`src/rtl/ram_bist_pkg.sv`:
```
// RAM BIST shared definitions.
// State encoding, geometry and pattern constants.
package ram_bist_pkg;

  localparam int ADDR_W    = 4;
  localparam int DATA_W    = 8;
  localparam int DEPTH     = 16;
  localparam logic [3:0] PAT_HI = 4'hA;
  localparam int FLUSH_CYC = 2;
  localparam int ERR_W     = 5;

  typedef enum logic [2:0] {
    S_IDLE,
    S_WRITE,
    S_READ,
    S_FLUSH,
    S_DONE
  } state_t;

endpackage

```
`src/rtl/ram_bist_checker.sv`:
```
// RAM BIST read checker.
// Two-stage expect pipeline, compare, error count, first-fail latch.
module ram_bist_checker #(
  parameter int ADDR_W = 4,
  parameter int DATA_W = 8,
  parameter int ERR_W  = 5
) (
  input  logic              clk,
  input  logic              rst_n,
  input  logic              clr,
  input  logic              in_vld,
  input  logic [ADDR_W-1:0] in_addr,
  input  logic [DATA_W-1:0] in_exp,
  input  logic [DATA_W-1:0] mem_dout,
  output logic [ERR_W-1:0]  err_count,
  output logic [ADDR_W-1:0] fail_addr
);

  logic              v0, v1;
  logic [ADDR_W-1:0] a0, a1;
  logic [DATA_W-1:0] e0, e1;
  logic              mism;

  assign mism = v1 && (mem_dout != e1);

  // Expected value and address follow the RAM read latency.
  always_ff @(posedge clk or negedge rst_n) begin
    if (!rst_n) begin
      v0 <= 1'b0;
      v1 <= 1'b0;
      a0 <= '0;
      a1 <= '0;
      e0 <= '0;
      e1 <= '0;
    end else begin
      v0 <= in_vld;
      a0 <= in_addr;
      e0 <= in_exp;
      v1 <= v0;
      a1 <= a0;
      e1 <= e0;
    end
  end

  // Saturating mismatch count; address of the first miss only.
  always_ff @(posedge clk or negedge rst_n) begin
    if (!rst_n) begin
      err_count <= '0;
      fail_addr <= '0;
    end else if (clr) begin
      err_count <= '0;
      fail_addr <= '0;
    end else if (mism) begin
      if (err_count == '0)
        fail_addr <= a1;
      if (err_count != {ERR_W{1'b1}})
        err_count <= err_count + ERR_W'(1);
    end
  end

endmodule

```
`src/rtl/ram_bist_16x8.sv`:
```
// RAM BIST controller, 16x8 synchronous RAM.
// Two-phase write/read march with true and inverted data.
module ram_bist_16x8 #(
  parameter int ADDR_W = ram_bist_pkg::ADDR_W,
  parameter int DATA_W = ram_bist_pkg::DATA_W,
  parameter logic [DATA_W-ADDR_W-1:0] PAT_HI =
    ram_bist_pkg::PAT_HI
) (
  input  logic              clk,
  input  logic              rst_n,
  input  logic              start,
  output logic              mem_we,
  output logic [ADDR_W-1:0] mem_addr,
  output logic [DATA_W-1:0] mem_din,
  input  logic [DATA_W-1:0] mem_dout,
  output logic              busy,
  output logic              done,
  output logic              pass,
  output logic [4:0]        err_count,
  output logic [ADDR_W-1:0] fail_addr
);

  import ram_bist_pkg::*;

  localparam int FW = (FLUSH_CYC > 1) ? $clog2(FLUSH_CYC) : 1;
  localparam logic [ADDR_W-1:0] LAST = {ADDR_W{1'b1}};

  state_t            state_q, state_d;
  logic              ph_q, ph_d;
  logic [ADDR_W-1:0] a_q, a_d;
  logic [FW-1:0]     f_q, f_d;
  logic              we_d, rd_d, busy_d, done_d, clr;
  logic [ADDR_W-1:0] addr_d;
  logic [DATA_W-1:0] din_d;
  logic [DATA_W-1:0] exp_d;

  function automatic logic [DATA_W-1:0] pat(
    input logic              p,
    input logic [ADDR_W-1:0] a
  );
    pat = p ? ~{PAT_HI, a} : {PAT_HI, a};
  endfunction

  // Next state, next address and next RAM command.
  always_comb begin
    state_d = state_q;
    ph_d    = ph_q;
    a_d     = a_q;
    f_d     = f_q;
    we_d    = 1'b0;
    rd_d    = 1'b0;
    addr_d  = '0;
    din_d   = '0;
    done_d  = done;
    clr     = 1'b0;
    unique case (state_q)
      S_IDLE, S_DONE: begin
        if (start) begin
          state_d = S_WRITE;
          ph_d    = 1'b0;
          a_d     = '0;
          done_d  = 1'b0;
          clr     = 1'b1;
          we_d    = 1'b1;
          din_d   = pat(1'b0, '0);
        end
      end
      S_WRITE: begin
        if (a_q == LAST) begin
          state_d = S_READ;
          a_d     = '0;
          rd_d    = 1'b1;
        end else begin
          a_d    = a_q + 1'b1;
          we_d   = 1'b1;
          addr_d = a_d;
          din_d  = pat(ph_q, a_d);
        end
      end
      S_READ: begin
        if (a_q == LAST) begin
          state_d = S_FLUSH;
          f_d     = '0;
        end else begin
          a_d    = a_q + 1'b1;
          rd_d   = 1'b1;
          addr_d = a_d;
        end
      end
      S_FLUSH: begin
        if (f_q == FW'(FLUSH_CYC - 1)) begin
          if (!ph_q) begin
            state_d = S_WRITE;
            ph_d    = 1'b1;
            a_d     = '0;
            we_d    = 1'b1;
            din_d   = pat(1'b1, '0);
          end else begin
            state_d = S_DONE;
            done_d  = 1'b1;
          end
        end else begin
          f_d = f_q + 1'b1;
        end
      end
      default: state_d = S_IDLE;
    endcase
  end

  assign busy_d = (state_q != S_IDLE) &&
                  (state_q != S_DONE) &&
                  (state_d != S_DONE);

  assign exp_d = pat(ph_q, addr_d);

  // Control state and registered RAM/status outputs.
  always_ff @(posedge clk or negedge rst_n) begin
    if (!rst_n) begin
      state_q  <= S_IDLE;
      ph_q     <= 1'b0;
      a_q      <= '0;
      f_q      <= '0;
      mem_we   <= 1'b0;
      mem_addr <= '0;
      mem_din  <= '0;
      busy     <= 1'b0;
      done     <= 1'b0;
    end else begin
      state_q  <= state_d;
      ph_q     <= ph_d;
      a_q      <= a_d;
      f_q      <= f_d;
      mem_we   <= we_d;
      mem_addr <= addr_d;
      mem_din  <= din_d;
      busy     <= busy_d;
      done     <= done_d;
    end
  end

  assign pass = done && (err_count == '0);

  ram_bist_checker #(
    .ADDR_W(ADDR_W),
    .DATA_W(DATA_W),
    .ERR_W (ERR_W)
  ) u_chk (
    .clk      (clk),
    .rst_n    (rst_n),
    .clr      (clr),
    .in_vld   (rd_d),
    .in_addr  (addr_d),
    .in_exp   (exp_d),
    .mem_dout (mem_dout),
    .err_count(err_count),
    .fail_addr(fail_addr)
  );

endmodule

```
`config.mk`:
```
export PLATFORM = sky130hd
export DESIGN_NAME = ram_bist_16x8
export DESIGN_NICKNAME = d
export VERILOG_FILES = /design/src/rtl/ram_bist_pkg.sv /design/src/rtl/ram_bist_checker.sv /design/src/rtl/ram_bist_16x8.sv
export SDC_FILE = /design/constraint.sdc
export NUM_CORES = 1
export LEC_CHECK = 0
export CAP_MARGIN = 10
export CORE_UTILIZATION = 31
export DETAILED_ROUTE_END_ITERATION = 12
export PLACE_DENSITY_LB_ADDON = 0.2
export RECOVER_POWER = 100
export SETUP_SLACK_MARGIN = 0.2
export SYNTH_ARGS = -nofsm -noshare
export SYNTH_HDL_FRONTEND = slang
export SYNTH_SLANG_ARGS = --single-unit
```
`constraint.sdc`:
```
create_clock -name clk -period 1.9 [get_ports clk]
set_input_delay 0.19 -clock clk [delete_from_list [all_inputs] [get_ports clk]]
set_output_delay 0.19 -clock clk [all_outputs]
set_load 0.02 [all_outputs]
```
# [Yosys cells after proc, flatten, opt, wreduce, memory -nomap -nowiden]
# Cells that the tools add are included.
[op_classes] n_bitwise=2 n_addsub=3 eq_ne=15 n_reduce_logical=21 muxes=43
[ops] op="2-to-1 mux 4 bit" n=9
[ops] op="2-to-1 mux 8 bit" n=4
[ops] op="one-hot mux 8 bit (3 select lines)" n=1
[ops] op="inverter 8 bit" n=2
[ops] op="one-hot mux 4 bit (4 select lines)" n=1
[ops] op="2-to-1 mux 3 bit" n=5
[ops] op="2-to-1 mux 5 bit" n=3
[ops] op="2-to-1 mux 7 bit" n=2
[ops] op="2-to-1 mux 1 bit" n=12
[ops] op="inequality test 2 bit (second input constant)" n=6
[ops] op="one-hot mux 3 bit (4 select lines)" n=1
[ops] op="nonzero test 2 bit" n=5
[ops] op="inequality test 8 bit" n=1
[ops] op="one-hot mux 1 bit (2 select lines)" n=4
[ops] op="== test 3 x 2 -> 1 bit (second input constant)" n=2
[ops] op="inequality test 3 bit (second input constant)" n=2
[ops] op="AND reduction 2 bit" n=3
[ops] op="adder 5 x 1 -> 5 bit (second input constant)" n=1
[ops] op="zero test 5 bit" n=1
[ops] op="inequality test 5 bit (second input constant)" n=1
[ops] op="AND reduction 5 bit" n=1
[ops] op="adder 4 x 1 -> 4 bit (second input constant)" n=1
[ops] op="== test 4 bit (second input constant)" n=1
[ops] op="logical AND 1 bit" n=4
[ops] op="10 further kinds" n=11
[totals] ff_bits=55 out_inout_bits=25

# [Longest topological paths before layout]
# Gate-level depths: netlist of run 1.
[logic_depth] depth_word=5 depth_mapped=7

# [Cells and area by module]
# Synthesis of run 1 repeated with hierarchy kept, for this count alone.
[hier_totals] hier_cells=191 hier_area_um2=2356.0
[by_module_without_submodules] module="ram_bist_checker" seq_area_each_um2=875.8 area_per_inst_um2=1286.2 instances=1 cells_each=88
[by_module_without_submodules] module="ram_bist_16x8" seq_area_each_um2=550.5 area_per_inst_um2=1069.8 instances=1 cells_each=103

# [Worst setup path before layout of run 1]
# No wires, ideal clock.
[synth_timing] path_type="flip-flop to flip-flop" start="reg u_chk.err_count[0]" end="reg u_chk.err_count[3]" n_path_buf=0 t_arrival_ps=1708 stages_incl_launch_ff=8 path_slack_ps=68 setup_ps=124 path_cell_list="dfrtp_1 > ha_1 > and3_1 > ha_1 > nand2b_1 > a21oi_2 > nand4_1 > mux2i_1"
[synth_via] elab_chain_len=4 word_cells_on_any_way=7
[synth_lines] element="start, declared" line="ram_bist_checker.sv:15" source="output logic [ERR_W-1:0] err_count,"
[synth_lines] element="start signal, assigned" line="ram_bist_checker.sv:57" source="err_count <= err_count + ERR_W'(1);"
[synth_lines] element="adder 5 x 1 -> 5 bit" line="ram_bist_checker.sv:57"
[synth_lines] element="2-to-1 mux 5 bit" line="ram_bist_checker.sv:56" source="if (err_count != {ERR_W{1'b1}})"
[synth_lines] element="2-to-1 mux 5 bit" line="ram_bist_checker.sv:53" source="end else if (mism) begin"
[synth_lines] element="2-to-1 mux 5 bit" line="ram_bist_checker.sv:50" source="end else if (clr) begin"
# Parallel ways exist; a longest one is shown, timed or not. The select of a mux whose other input is x is not followed.
# A chain may end at the register's enable or synchronous reset.

# [Worst setup path in the final report of run 1]
[layout_timing] start="reg u_chk.err_count[0]" end="reg u_chk.err_count[4]"
# The elaborated chain is that of the path after synthesis.

==> impl_summary.txt, run 1 <==
----------------------------------------------------
[Critical path]
  Critical path class ... reg2reg
  Endpoint required time on the critical path ... around 2.1 ns
  Type of element capturing the critical path ... flop
  Slowest cell on the critical path ... sky130_fd_sc_hd__dfrtp_2
  Cell type with the highest occurrence count on the critical path ... sky130_fd_sc_hd__ha_4
  Crit path cell chain ... buf_6 > ha_4 > and3_4 > ha_4 > nand2b_4 > a21oi_4 > clkbuf_4 > nand3_1 > o21ai_0
  Startpoint of the worst register-to-register path ... u_chk.err_count[0]$_DFFE_PN0P_
  Terminus of the critical flop-to-flop path ... u_chk.err_count[4]$_DFFE_PN0P_
  R2r worst-path depth ... 9
  Count of cell instances traversed by the critical path ... 9
  Arrival time at the worst endpoint ... ~2.0 ns
  Highest cell delay on the worst timing path ... around 0.43 ns
  Setup slack of the worst register-to-register path ... 0.14 ns
  Buffer and inverter count on the worst path ... 2
  Sort of element at the start of the critical path ... flop
  Largest fanout on the critical path ... 7
  Top cell family by delay on the critical path ... flip-flops
  Capture point of the worst path ... u_chk.err_count[4]$_DFFE_PN0P_
  Setup crit start ... u_chk.err_count[0]$_DFFE_PN0P_

[STA]
  Final number of hold-violating endpoints ... 0
  Final WS setup ... 0.144 ns
  Minimum clock period after layout ... approximately 1.8 ns
  Max Clk Rate ... 570 MHz
  RSZ-0062 raised after global routing ... true
  TNS Setup ... 0 ns
  Hold WS ... 0.351 ns
  Final number of setup-violating endpoints ... 0
  Skew final ... 0.00997 ns
  Crit share post-route ... 92.4%
  Worst slew margin relative to its limit ... a little under a third
  Worst-Margin Slew ... roughly 1.0 ns
  Count of final max-slew check failures ... 0

[Detailed routing]
  DRC errors left ... 0
  Average routed wire per standard cell ... 12.8 um
  Highest metal used ... met4
  Remaining antenna violation count ... 0
  Total met2 wirelength after detailed routing ... ~1900 um
  Number of design-rule violations left by the first detailed-router iteration ... 70
  Routed via count divided by cell count ... 4.57
  Routed WL ... roughly 3800 um
  WL met3 ... 168 um
  Detailed-route via count ... 1,370
  Number of iterations in the first detailed-routing pass ... 4
  Detailed-routing wirelength on met1 ... 1740 um

[Status]
  Result of the run ... finished, final reports clean

[Die]
  Number of placement rows ... 28
  Width of the die ... 82.3 um
  Effective utilization at floorplan ... 32.9%
  Vertical extent of the die ... 82.3 um
  Core region area ... 0.00606 sq mm
  Die area ... slightly below 0.007 sq mm
  Io pins ... 36

[Layout]
  Ratio of cells with drive above 1 in the final layout ... roughly 18%
  Total area of sequential cells ... 0.00123 sq mm
  Area used by multi-input combinational logic ... 757 sq um
  Area growth from synthesis to layout ... 35.8%
  Number of nets in the final layout ... 239
  Diode count ... 0
  Fillers ... 576

[Logic synthesis]
  Gate count of the mapped netlist ... 169
  Most common cell in the netlist ... sky130_fd_sc_hd__dfrtp_1
  Synth Net Count ... 184
  Count of flip-flops with a built-in enable after synthesis ... 0
  Sequential share of the synthesized area ... 61.4%
  Cell area after synthesis ... 0.00200 sq mm
  Mean instance size in the synthesized netlist ... 11.8 sq um
  Synth Warn # ... 0
  Flop and latch count out of synthesis ... 49
  Most used standard cells in the synthesized netlist ... sky130_fd_sc_hd__dfrtp_1 (49), sky130_fd_sc_hd__nand2_1 (15), sky130_fd_sc_hd__nand3_1 (10), sky130_fd_sc_hd__nor2_1 (10), sky130_fd_sc_hd__xnor2_1 (9)
  Top cell type's share of synthesized area ... between 60% and 70%
  Post-synth cell types ... 38
  Synth Flop Type ... sky130_fd_sc_hd__dfrtp_1
  Synth top area cells ... sky130_fd_sc_hd__dfrtp_1 (61%), sky130_fd_sc_hd__xnor2_1 (3.9%), sky130_fd_sc_hd__xor2_1 (3.1%)
  Cell taking the most area after synthesis ... sky130_fd_sc_hd__dfrtp_1
  Share of flip-flops with an asynchronous set or reset after synthesis ... 100%

[CTS]
  Clock slew at reported path FFs ... 0.09 ns
  Total number of clock tree sinks ... between 40 and 50
  Max Buffers Root-to-Sink ... 2
  Number of buffers created by CTS ... 5
  Clock tree from TritonCTS ... yes
  Number of H-tree levels ... 2
  Clk Latency, worst-skew pair ... about 0.3 ns
  CTS root buf ... sky130_fd_sc_hd__clkbuf_8

[Placed design]
  Routability-driven placement congestion ratio ... 0.750
  Port buffer count ... 35
  HPWL after detailed placement ... 2760 um
  Worst Setup Slack post-DPL ... -0.0969 ns

[Global routing]
  Global-route wire length before repair ... 6490 um
  Grt ovf ... 0
  Number of global-route vias before repair ... 1,356
  Antenna violations before repair ... 0
  Gr usage total ... 13.1%
  Pin count of the biggest net entering global routing ... 34

[Power]
  Worst vdd ir ... around 0.53 mV
  Leak Pwr ... 1.26 nW
  Pwr/cell area ... 1500 mW/mm^2

[Flow run]
  Max capacitance violation total ... 0

[Worst hold path]
  Worst hold path depth ... 0
  Class of the most critical hold timing path ... reg2reg

----------------------------------------------------
placed cells by master (no fill, tap or decap), types with 2 or more instances in the layout:
master                            Yosys  routed
sky130_fd_sc_hd__clkbuf_1             0       4
sky130_fd_sc_hd__mux2i_1              2       2
sky130_fd_sc_hd__xnor2_1              9       9
sky130_fd_sc_hd__dfrtp_1             49      47
sky130_fd_sc_hd__xor2_1               7       7
sky130_fd_sc_hd__clkbuf_4             0       3
sky130_fd_sc_hd__clkdlybuf4s50_1      0       9
sky130_fd_sc_hd__buf_6                1       2
sky130_fd_sc_hd__nor2_1              10      10
sky130_fd_sc_hd__a21oi_1              7       6
sky130_fd_sc_hd__ha_1                 4       2
sky130_fd_sc_hd__nand2_1             15      15
sky130_fd_sc_hd__nand3_1             10      11
sky130_fd_sc_hd__a21o_1               5       5
sky130_fd_sc_hd__dfrtp_2              0       2
sky130_fd_sc_hd__buf_4                3      13
sky130_fd_sc_hd__o21ai_0              5      11
sky130_fd_sc_hd__dlygate4sd3_1        0      23
sky130_fd_sc_hd__ha_4                 0       2
sky130_fd_sc_hd__nand3b_1             2       2
sky130_fd_sc_hd__clkbuf_8             0       5
sky130_fd_sc_hd__and3_1               2       2
sky130_fd_sc_hd__nand2b_1             5       4
sky130_fd_sc_hd__inv_1                4       5
sky130_fd_sc_hd__or3_1                2       2
layout make-up:
class	count	area share (%)
flip-flops and latches	49	45.3
multi-input cells	108	27.9
repair buffers	55	18.4
well taps	75	3.46
clock buffers	5	2.54
clock inverters	3	1.71
inverters	5	0.692
per-layer routing:
metal / track usage, % / vias to the layer above
li1: - / 680
met4: 5.79 / 0
met2: 21.2 / 35
met3: 2.31 / 5
met1: 17.0 / 650
met5: 0 / -
where the power goes:
part	switching (mW)	internal, mW
combinational	0.879	0.793
sequential	0.218	1.44
clock	0.343	0.394
per-stage QoR:
stage          cell area (sq um)  utilization, %  power [mW]  cells
4_1_cts                     2720            44.9        4.23    298
3_3_place_gp                2520            41.6        3.39    284
2_1_floorplan               2030               -        2.71    169
5_1_grt                     2710            44.7        4.38    300
3_5_place_dp                2520            41.6        3.40    284
6_report                    2710            44.7        4.07    300
cell families after synthesis:
group                    synth area share, %
AND/OR/NAND/NOR                         15.2
flip-flops                              61.4
AO/OA/AOI/OAI                           9.52
XOR/XNOR                                7.02
buffers and inverters                   3.38
adder cells (fa/ha/maj)                 2.51
multiplexers                            1.00
state kept, by name (all words and copies together) (netlist names):
signal           count
mem_we               1
u_chk.a0             4
u_chk.v1             1
f_q                  1
u_chk.a1             4
u_chk.v0             1
u_chk.e1             6
state_q              3
done                 1
mem_din              6
ph_q                 1
busy                 1
u_chk.err_count      5
u_chk.e0             6
u_chk.fail_addr      4
a_q                  4
worst min-delay path by stage:
stage | from | to | slack [ns]
after global routing | u_chk.e0[0]$_DFF_PN0_ | u_chk.e1[0]$_DFF_PN0_ | 0.37
after floorplan | rst_n | a_q[0]$_DFFE_PN0P_ | -0.11
after CTS | u_chk.e0[3]$_DFF_PN0_ | u_chk.e1[3]$_DFF_PN0_ | 0.36
after detailed placement | rst_n | a_q[3]$_DFFE_PN0P_ | 0.15
final | u_chk.e0[3]$_DFF_PN0_ | u_chk.e1[3]$_DFF_PN0_ | 0.35
after global placement | rst_n | a_q[3]$_DFFE_PN0P_ | 0.15
timing repair:
item                                   4_1_cts  5_1_grt
endpoints found under the hold margin       16        0
pin swaps                                    4        4
cloned                                       0        0
buffers inserted                             5        2
hold buffers                                 1        0
resized for setup                           12        5
setup endpoints to repair                   13       17
Power figures use the tool's default switching activity.
==> inputs of run 2 (changes only) <==
GPL_ROUTABILITY_DRIVEN = 0   (was default)
==> results of run 2 <==
The final DEF is identical to that of run 1; final timing and power are the same.
==> inputs of run 3 (changes only) <==
CELL_PAD_IN_SITES_DETAIL_PLACEMENT = 1   (was default)
CELL_PAD_IN_SITES_GLOBAL_PLACEMENT = 2   (was default)
==> run 3 against run 2 <==
  * Clock power fell by 12%
  * First-iteration DRC count fell by 29%
  * Clock skew fell by 0.0055 ns
  * Combinational power rose by 7%
  * Cell area fell by 0.23%
  * Sequential share of layout area rose by 0.10 points
  * Register-to-register slack got worse by 0.02 ns
  * Largest cell class unchanged
==> impl_summary.txt, run 3 (same netlist as run 1, synthesis figures left out) <==
----------------------------------------------------
[Status]
  Result of the run ... finished, final reports clean

[STA]
  Count of final max-slew check failures ... 0 (unchanged)
  Max Clk Rate ... 556 MHz (-2.5%)
  Worst-Margin Slew ... 1.21 ns (+0.174 ns)
  Worst slew margin relative to its limit ... 19.6% (-12 points)
  Minimum clock period after layout ... 1.80 ns (+0.0442 ns)
  Final WS setup ... 0.0999 ns (-0.0442 ns)
  TNS Setup ... 0 ns (unchanged)
  Final number of setup-violating endpoints ... 0 (unchanged)
  Final number of hold-violating endpoints ... 0 (unchanged)
  Crit share post-route ... 94.7% (+2.3 points)
  Skew final ... 0.00444 ns (-0.00553 ns)
  RSZ-0062 raised after global routing ... true
  Hold WS ... 0.353 ns (+0.00137 ns)

[Detailed routing]
  Remaining antenna violation count ... 0 (unchanged)
  Number of design-rule violations left by the first detailed-router iteration ... 50 (-29%)
  Average routed wire per standard cell ... 14.6 um (+14%)
  Routed WL ... 4380 um (+14%)
  Detailed-route via count ... 1,419 (+3.6%)
  DRC errors left ... 0 (unchanged)
  Number of iterations in the first detailed-routing pass ... 4 (unchanged)
  Routed via count divided by cell count ... 4.73 (+3.6%)

[Critical path]
  Setup slack of the worst register-to-register path ... 0.12 ns (-0.02 ns)
  Crit path cell chain ... buf_6 > buf_4 > dlygate4sd3_1
  Sort of element at the start of the critical path ... flop
  Largest fanout on the critical path ... 2 (-5)
  Setup crit start ... u_chk.err_count[1]$_DFFE_PN0P_
  Startpoint of the worst register-to-register path ... u_chk.err_count[1]$_DFFE_PN0P_
  Slowest cell on the critical path ... sky130_fd_sc_hd__dlygate4sd3_1
  Count of cell instances traversed by the critical path ... 3 (-6)
  Highest cell delay on the worst timing path ... 0.65 ns (+0.22 ns)
  Capture point of the worst path ... err_count[1]
  Endpoint required time on the critical path ... 1.71 ns (-0.40 ns)
  Critical path class ... reg2out
  R2r worst-path depth ... 9 (unchanged)
  Buffer and inverter count on the worst path ... 3 (+1)
  Top cell family by delay on the critical path ... buffers and inverters
  Terminus of the critical flop-to-flop path ... u_chk.err_count[0]$_DFFE_PN0P_
  Type of element capturing the critical path ... output port
  Arrival time at the worst endpoint ... 1.61 ns (-0.36 ns)

[Die]
  Effective utilization at floorplan ... 32.9% (unchanged)
  Core region area ... 0.00606 sq mm (unchanged)
  Vertical extent of the die ... 82.3 um (unchanged)
  Io pins ... 36 (unchanged)
  Width of the die ... 82.3 um (unchanged)
  Die area ... 0.00677 sq mm (unchanged)
  Number of placement rows ... 28 (unchanged)

[Layout]
  Diode count ... 0 (unchanged)
  Area growth from synthesis to layout ... 35.5%
  Cell area after layout ... 0.00271 sq mm (-0.23%)
  Commonest non-fill, non-tap cell in the layout ... sky130_fd_sc_hd__dfrtp_1
  Top flop regs ... mem_din x6, u_chk.e0 x6, u_chk.e1 x6
  Number of nets in the final layout ... 239 (unchanged)
  Most frequent cells in the layout ... sky130_fd_sc_hd__dfrtp_1 (47), sky130_fd_sc_hd__dlygate4sd3_1 (23), sky130_fd_sc_hd__nand2_1 (15), sky130_fd_sc_hd__buf_4 (12)
  Ratio of cells with drive above 1 in the final layout ... 20.0% (+2.2 points)

[Global routing]
  Gr usage total ... 14.0% (+0.91 points)
  Global-route wire length before repair ... 6960 um (+7.2%)
  Met2 track utilization from global routing ... 24.4% (+3.2 points)
  Met1 capacity usage during global routing ... 17.0% (-0.024 points)
  Grt ovf ... 0 (unchanged)
  Number of global-route vias before repair ... 1,429 (+5.4%)
  Antenna violations before repair ... 0 (unchanged)
  Global route hottest layer ... met2
  Pin count of the biggest net entering global routing ... 50 (+47%)
  Global-route met3 utilization ... 3.63% (+1.3 points)

[CTS]
  CTS root buf ... sky130_fd_sc_hd__clkbuf_8
  Clock tree from TritonCTS ... yes
  Number of H-tree levels ... 2 (unchanged)
  Clk Latency, worst-skew pair ... 0.30 ns (about the same)
  Clock slew at reported path FFs ... 0.10 ns (about the same)
  Number of buffers created by CTS ... 5 (unchanged)
  Max Buffers Root-to-Sink ... 2 (unchanged)
  Total number of clock tree sinks ... 49 (unchanged)

[Power]
  Pwr/cell area ... 1510 mW/mm^2 (+0.77%)
  Design Power ... 4.09 mW (+0.54%)
  Worst vdd ir ... 0.534 mV (-0.12%)
  Leak Pwr ... 1.26 nW (-0.66%)

[Placed design]
  Port buffer count ... 35 (unchanged)
  HPWL after detailed placement ... 3070 um (+11%)
  Worst Setup Slack post-DPL ... -0.0649 ns (+0.0320 ns)
  Dpl cell area ... 0.00249 sq mm (-1.1%)

[Worst hold path]
  Class of the most critical hold timing path ... reg2reg
  Worst hold path depth ... 0 (unchanged)

[Flow run]
  Max capacitance violation total ... 0 (unchanged)

----------------------------------------------------
[run 3: cell types whose count changed in the layout (fill, tap and decap cells not counted), sizes merged]
cell and delta:
buf -1, bufinv -1, clkdlybuf4s50 +1, clkinv +2, clkinvlp -1
[run 3: area by class of cell]
| cell class | instances | area [sq um] |
|---|---|---|
| timing repair buffer | 55 | 485 |
| inverter | 5 | 18.8 |
| clock buffer | 5 | 68.8 |
| multi-input combinational | 108 | 776 |
| fill | 660 | 3360 |
| sequential | 49 | 1230 |
| tap | 75 | 93.8 |
| clock inverter | 3 | 33.8 |
[run 3: where the power goes]
part           leakage, nW  internal (mW)  switching, mW  total, mW
Sequential           0.610           1.44          0.213       1.65
Clock               0.0511          0.275          0.373      0.648
Combinational        0.594          0.831          0.958       1.79
[run 3: how the worst min path moves through the flow]
stage / from / endpoint / slack (ns)
after global placement: rst_n / u_chk.fail_addr[0]$_DFFE_PN0P_ / 0.33
after global routing: u_chk.e0[3]$_DFF_PN0_ / u_chk.e1[3]$_DFF_PN0_ / 0.37
final: u_chk.e0[6]$_DFF_PN0_ / u_chk.e1[6]$_DFF_PN0_ / 0.35
after CTS: u_chk.e0[6]$_DFF_PN0_ / u_chk.e1[6]$_DFF_PN0_ / 0.36
after floorplan: rst_n / a_q[0]$_DFFE_PN0P_ / -0.11
after detailed placement: rst_n / u_chk.fail_addr[0]$_DFFE_PN0P_ / 0.34
[run 3: stage by stage]
| stage | instances | util, % |
|---|---|---|
| after floorplan | 169 | - |
| after global placement | 282 | 41.1 |
| after detailed placement | 282 | 41.1 |
| after CTS | 294 | 43.6 |
| after global routing | 300 | 44.6 |
| final | 300 | 44.6 |
[run 3: worst register-to-register path, delay by kind of cell (launching register included)]
kind / cells / cell delay (ns)
AOI/OAI and AO/OA: 1 / 0.17
xor gates and xnor gates: 1 / 0.13
adders and majority gates: 2 / 0.29
buffers and inverters: 2 / 0.31
DFF: 1 / 0.42
and+or+nand+nor: 3 / 0.36
[run 3: what timing repair did]
action                                 CTS  global route
buffers inserted                         3             6
resized for setup                        5            18
setup endpoints to repair               12            14
endpoints found under the hold margin    9             0
pin swaps                                2             5
hold buffers                             1             0
[run 3: routing by layer]
metal  part of all wire, %  up-vias  wire, um
li1                      -      682         -
met1                    45      708      1970
met2                    51       22      2220
met3                   3.2        7       142
met4                  0.96        0        42
met5                     0        -         0
